--- src/rtl/vx_dcr_arbiter.sv ---
// vx_dcr_arbiter: round-robin arbiter sharing the DCR write bus between requesters.
// Each grant issues one registered write strobe and is followed by MIN_GAP idle cycles.
module vx_dcr_arbiter #(
    parameter int NUM_REQS   = 2,
    parameter int ADDR_WIDTH = 12,
    parameter int DATA_WIDTH = 32,
    parameter int MIN_GAP    = 2
) (
    input  logic                           clk,
    input  logic                           reset,
    input  logic [NUM_REQS-1:0]            req_valid,
    input  logic [NUM_REQS*ADDR_WIDTH-1:0] req_addr,
    input  logic [NUM_REQS*DATA_WIDTH-1:0] req_data,
    output logic [NUM_REQS-1:0]            req_ready,
    output logic                           dcr_write_valid,
    output logic [ADDR_WIDTH-1:0]          dcr_write_addr,
    output logic [DATA_WIDTH-1:0]          dcr_write_data,
    output logic                           busy
);
    localparam int PW = NUM_REQS > 1 ? $clog2(NUM_REQS) : 1;
    localparam int GW = MIN_GAP > 0 ? $clog2(MIN_GAP + 1) : 1;
    logic [PW-1:0]           r_rr_ptr;
    logic [GW-1:0]           r_gap_cnt;
    logic                    r_wv;
    logic [ADDR_WIDTH-1:0]   r_addr;
    logic [DATA_WIDTH-1:0]   r_data;
    logic [2*NUM_REQS-1:0]   w_rot;
    logic                    w_found;
    logic                    w_accept;
    logic [PW-1:0]           w_sel;
    int                      w_off;
    // Rotating the doubled request vector puts the round-robin pointer at bit 0.
    assign w_rot = {req_valid, req_valid} >> r_rr_ptr;
    always_comb begin
        w_found = 1'b0;
        w_off   = 0;
        for (int j = NUM_REQS - 1; j >= 0; j--) begin
            if (w_rot[j]) begin
                w_found = 1'b1;
                w_off   = j;
            end
        end
        w_sel = PW'((int'(r_rr_ptr) + w_off) % NUM_REQS);
    end
    assign w_accept        = reset && w_found && (r_gap_cnt == '0);
    assign req_ready       = w_accept ? (NUM_REQS'(1) << w_sel) : '0;
    assign dcr_write_valid = r_wv;
    assign dcr_write_addr  = r_addr;
    assign dcr_write_data  = r_data;
    assign busy            = r_wv || (r_gap_cnt != '0);
    always_ff @(posedge clk or negedge reset) begin
        if (!reset) begin
            r_rr_ptr  <= '0;
            r_gap_cnt <= '0;
            r_wv      <= 1'b0;
            r_addr    <= '0;
            r_data    <= '0;
        end else if (w_accept) begin
            r_rr_ptr  <= PW'((int'(w_sel) + 1) % NUM_REQS);
            r_gap_cnt <= GW'(MIN_GAP);
            r_wv      <= 1'b1;
            r_addr    <= req_addr[w_sel*ADDR_WIDTH +: ADDR_WIDTH];
            r_data    <= req_data[w_sel*DATA_WIDTH +: DATA_WIDTH];
        end else begin
            r_wv <= 1'b0;
            if (r_gap_cnt != '0)
                r_gap_cnt <= r_gap_cnt - 1'b1;
        end
    end
endmodule

--- config.mk ---
export PLATFORM = sky130hd
export DESIGN_NAME = vx_dcr_arbiter
export DESIGN_NICKNAME = d
export VERILOG_FILES = /design/src/rtl/vx_dcr_arbiter.sv
export SDC_FILE = /design/constraint.sdc
export NUM_CORES = 1
export LEC_CHECK = 0
export BUFFER_PORTS_ARGS = -buffer_cell sky130_fd_sc_hd__buf_2
export CAP_MARGIN = 20
export CORE_ASPECT_RATIO = 0.9
export CORE_MARGIN = 3
export CORE_UTILIZATION = 42
export CTS_CLUSTER_DIAMETER = 60
export DETAILED_ROUTE_END_ITERATION = 10
export PLACE_DENSITY_LB_ADDON = 0.1
export REMOVE_ABC_BUFFERS = 1
export SETUP_SLACK_MARGIN = 0.5
export SLEW_MARGIN = 15
export SYNTH_ARGS = -nofsm -noshare
export SYNTH_HDL_FRONTEND = slang
export SYNTH_SLANG_ARGS = --single-unit
--- constraint.sdc ---
create_clock -name clk -period 2 [get_ports clk]
set_clock_uncertainty 0.15 [all_clocks]
set_input_delay 0.4 -clock clk [delete_from_list [all_inputs] [get_ports clk]]
set_output_delay 0.4 -clock clk [all_outputs]
set_load 0.02 [all_outputs]
; Word-level counts from Yosys, hierarchy flattened
; Index checks and enable logic that the tools add are counted.
[classes]
addsub = 3
n_mul = 1
shift = 4
n_mux = 8
reduce_logical = 6
[ops]
columns = cell, n
row1 = $shiftx A64 B7 Y32, 1
row2 = $shiftx A24 B6 Y12, 1
row3 = $mux W2, 3
row4 = $mux W1, 5
row5 = $reduce_bool A2 Y1, 2
row6 = $shr A4 B1 Y2, 1
row7 = $mul A1 B2 Y3 const B, 1
row8 = $logic_and A1 B1 Y1, 2
row9 = $logic_not A2 Y1, 1
row10 = $shl A1 B1 Y2 const A, 1
row11 = $sub A2 B1 Y2 const B, 1
row12 = $add A1 B1 Y1, 1
row13 = $add A1 B1 Y1 const B, 1
row14 = $logic_or A1 B1 Y1, 1
[totals]
register_bits = 48
input_bits = 92
out_inout_bits = 48
elab_cells = 27

; Depth between registers and ports, before layout
[depth]
word_depth = 6
depth_mapped = 6
depth_no_buf = 5

; Worst setup path after synthesis
; No wires, ideal clock.
[synth_path]
kind = reg-to-output
start = reg r_gap_cnt[0]
end = out req_ready[0]
t_arrival_ps = 1303
required_ps = 1450
setup_slack_ps = 147
stages_incl_launch_ff = 6
path_buffers = 1
cell_sequence = dfrtp_1 > inv_1 > ha_1 > nand3_1 > a21oi_4 > buf_6
[synth_between]
elab_chain_cells = 3
[synth_rtl]
columns = item, line_no
row1 = start: declaration, 23  ; logic [GW-1:0] r_gap_cnt;
row2 = start signal: assignment, 60  ; r_gap_cnt <= GW'(MIN_GAP);
row3 = start signal: assignment, 67  ; r_gap_cnt <= r_gap_cnt - 1'b1;
row4 = $logic_not A2 Y1, 45  ; assign w_accept = reset && w_found && (r_gap_cnt == '0);
row5 = $logic_and A1 B1 Y1, 45
row6 = $mux W2, 46  ; assign req_ready = w_accept ? (NUM_REQS'(1) << w_sel) : '0;
row7 = end: declaration, 14  ; output logic [NUM_REQS-1:0] req_ready,
; No other way between the ends.

; Worst setup path in the final report
[layout_path]
start = reg r_gap_cnt[0]
end = out req_ready[1]
; The elaborated chain is that of the path after synthesis.

==> qor.txt <==
largest family of logic cells by synthesized area - compound AO/OA/AOI/OAI gates
most common cell after layout, fill and taps aside - buf_2
minimum clock period - 1.907 ns
Setup TNS Final - 0 ns
area delta synth->final - 66.99%
Synth Area in Simple Gates - 0.1393
Post-Synth XOR/XNOR Area - 0
worst path bufs/invs - 2
Total Wirelength - 7016 µm
Crit. End Element - output pin
total core area - 0.004925 mm²
1st-pass router iterations - 4
grt ovf - 0
post-synthesis mux area share - 0.004624
Die H - 74.11 µm
Clk pin slew, worst setup/hold paths - 0.08 ns
worst slew pin tran - 0.2875 ns
r2r endpoint - dcr_write_data[26]
Reg power frac - 0.319
RSZ-0062 raised after global routing - yes
power share of the clock group - 0.111
first-pass GRT wire length - 9908 µm
Critical Path Source - r_gap_cnt[0]
Post-DP Area - 0.002937 mm²
clk buf depth - 2
# DRC - 0
vias in the first global route - 1,961
largest fanout on the critical path - 7
R2R cell count - 8
clk sinks - 48
Final WS setup - 0.09252 ns
synth warn - 0
endpoints failing setup - 0
pre-CTS setup slack - 0.1141 ns
#FFs+latches synth - 48
Achievable Freq - 524.3 MHz
internal power - 0.003309 W
power per cell area - 1436 mW/mm²
Top Family by Delay on Critical Path - flip-flops
Placer Congestion - 0.6802
Combinational Power Share - 0.571
Crit Reg-Reg Startpoint - r_gap_cnt[0]
Avg Inst Size Synth - 13.12 µm²
H-tree levels - 2
final hold vios - 0
crit path DAT - 1.36 ns
die width - 81.67 µm
GRT Total Usage - 0.2231
Pleak - 1.915 nW
Slew headroom - 0.8063
dpl hpwl - 4387 µm
outcome - finished, final reports clean
port bufs - 139
worst min path class - in -> async
antenna fix cells - 0
initial DRC count - 74
crit share post-route - 0.9537
WP depth - 5
Initial Util - 0.4395
Cells after Synth - 165
largest net degree at the start of global routing - 27
CTS tree - done
Worst Setup EP - req_ready[1]
Worst path slowest cell - dfrtp_1
total number of vias - 2,067
CP startpoint kind - flop
Pins Over Slew Limit - 0
Crit path required time - 1.45 ns
clock root cell - clkbuf_8
adder-cell share of the synthesized area - 0.005780
FF-to-FF setup slack - 0.12 ns
VDD IR-drop max - 692.9 µV
Post-DRT Antenna Nets - 0
CP Class - reg -> out
Final #Nets - 425
cts hold-fix bufs - 0
wire length per cell - 17.63 µm
crit-path cells - inv_2 > ha_4 > nand3_4 > a21oi_4 > buf_6
Sw Pwr - 0.001881 W
register area share after synthesis - 0.5549
switching share of power - 0.3624
Compound-Gate Fraction of Synth Area - 0.2376
Via density - 5.193
antenna violations before repair - 0
number of library cell types mapped by synthesis - 16
total I/O pin count - 140
mapped cell area - 0.002165 mm²
total CTS buffers - 5
fraction of layout cells with a size suffix above 1 - 0.6727
Largest stage delay, worst path - 0.38 ns
Final Cell Area - 0.003615 mm²
# Max-Cap Violations - 0
commonest cells after routing, fill and taps aside - buf_2 (136), dfrtp_1 (48), a221o_1 (44)
row count - 24
Worst-Skew Late Latency - 0.29 ns
Die Footprint - 0.006052 mm²
[what timing repair did]
action | CTS | global route
gates resized for setup | 39 | 27
pin swaps | 24 | 15
cloned | 7 | 2
setup endpoints to repair | 48 | 48
buffers inserted | 10 | 5
[registers in the layout, indices dropped and copies added (netlist names)]
register         flops
dcr_write_data      32
dcr_write_addr      12
r_rr_ptr             1
dcr_write_valid      1
r_gap_cnt            2
[worst register-to-register path, stage by stage (launching register included)]
cell and delay [ns]:
dfrtp_1 0.38, inv_2 0.08, ha_4 0.21, o211ai_4 0.13, buf_12 0.18, buf_12 0.13
buf_16 0.12, and2_4 0.14, a221o_1 0.26
[synthesized netlist by cell type]
library cell / instances / area share
nand3_2: 1 / 0.0046
or2b_1: 1 / 0.0035
buf_2: 4 / 0.0092
a21oi_4: 2 / 0.015
ha_1: 1 / 0.0058
and2_0: 44 / 0.13
buf_6: 8 / 0.042
a221o_1: 44 / 0.20
o21ai_0: 1 / 0.0023
o211ai_4: 1 / 0.0098
inv_1: 4 / 0.0069
a21oi_1: 3 / 0.0069
mux2i_1: 1 / 0.0046
nand3_1: 1 / 0.0023
dfrtp_1: 48 / 0.55
nand2_1: 1 / 0.0017
[cells by family after synthesis]
logic type,after synthesis
AO/OA/AOI/OAI,51
multiplexers,1
adder cells (fa/ha/maj),1
flip-flops,48
buffers and inverters,16
AND/OR/NAND/NOR,48
[layer usage]
layer	GRT usage	wire [µm]
met1	0.2818	2899
met2	0.3725	3484
met3	0.05206	542
met4	0.09041	90
met5	0	0
[per-stage QoR]
| stage | total power, W | utilization | instances | hold slack, ns |
|---|---|---|---|---|
| 2_1_floorplan | 0.002959 | - | 153 | -0.04559 |
| 3_3_place_gp | 0.003737 | 0.5963 | 366 | 0.3098 |
| 3_5_place_dp | 0.003765 | 0.5963 | 366 | 0.3221 |
| 4_1_cts | 0.004950 | 0.7055 | 391 | 0.05265 |
| 5_1_grt | 0.005500 | 0.7340 | 398 | 0.07576 |
| 6_report | 0.005190 | 0.7340 | 398 | 0.07262 |
[how the worst min path moves through the flow]
stage                     startpoint            endpoint  slack (ns)  cells past startpoint
final                          reset  dcr_write_data[17]        0.07                      2
after global routing           reset  dcr_write_data[28]        0.08                      2
after CTS                      reset        r_gap_cnt[1]        0.05                      2
after detailed placement       reset        r_gap_cnt[1]        0.32                      2
after global placement         reset        r_gap_cnt[0]        0.31                      2
after floorplan                reset   dcr_write_addr[0]       -0.05                      0
[power by group through the flow]
stage / Sequential [W] / Combinational, W / Clock, W
after detailed placement: 0.00162 / 0.00215 / 0
after global routing: 0.00171 / 0.00316 / 0.000630
after global placement: 0.00163 / 0.00211 / 0
after CTS: 0.00163 / 0.00272 / 0.000596
after floorplan: 0.00212 / 0.000837 / 0
final: 0.00165 / 0.00296 / 0.000574
[layout make-up]
type	instances	area, µm²
Fill cell	336	1310
Sequential cell	48	1201
Clock buffer	8	90.09
Inverter	4	15.01
Multi-Input combinational cell	101	965.9
Tap cell	65	81.33
Timing Repair Buffer	172	1261
(Power assumes the default switching activity.)
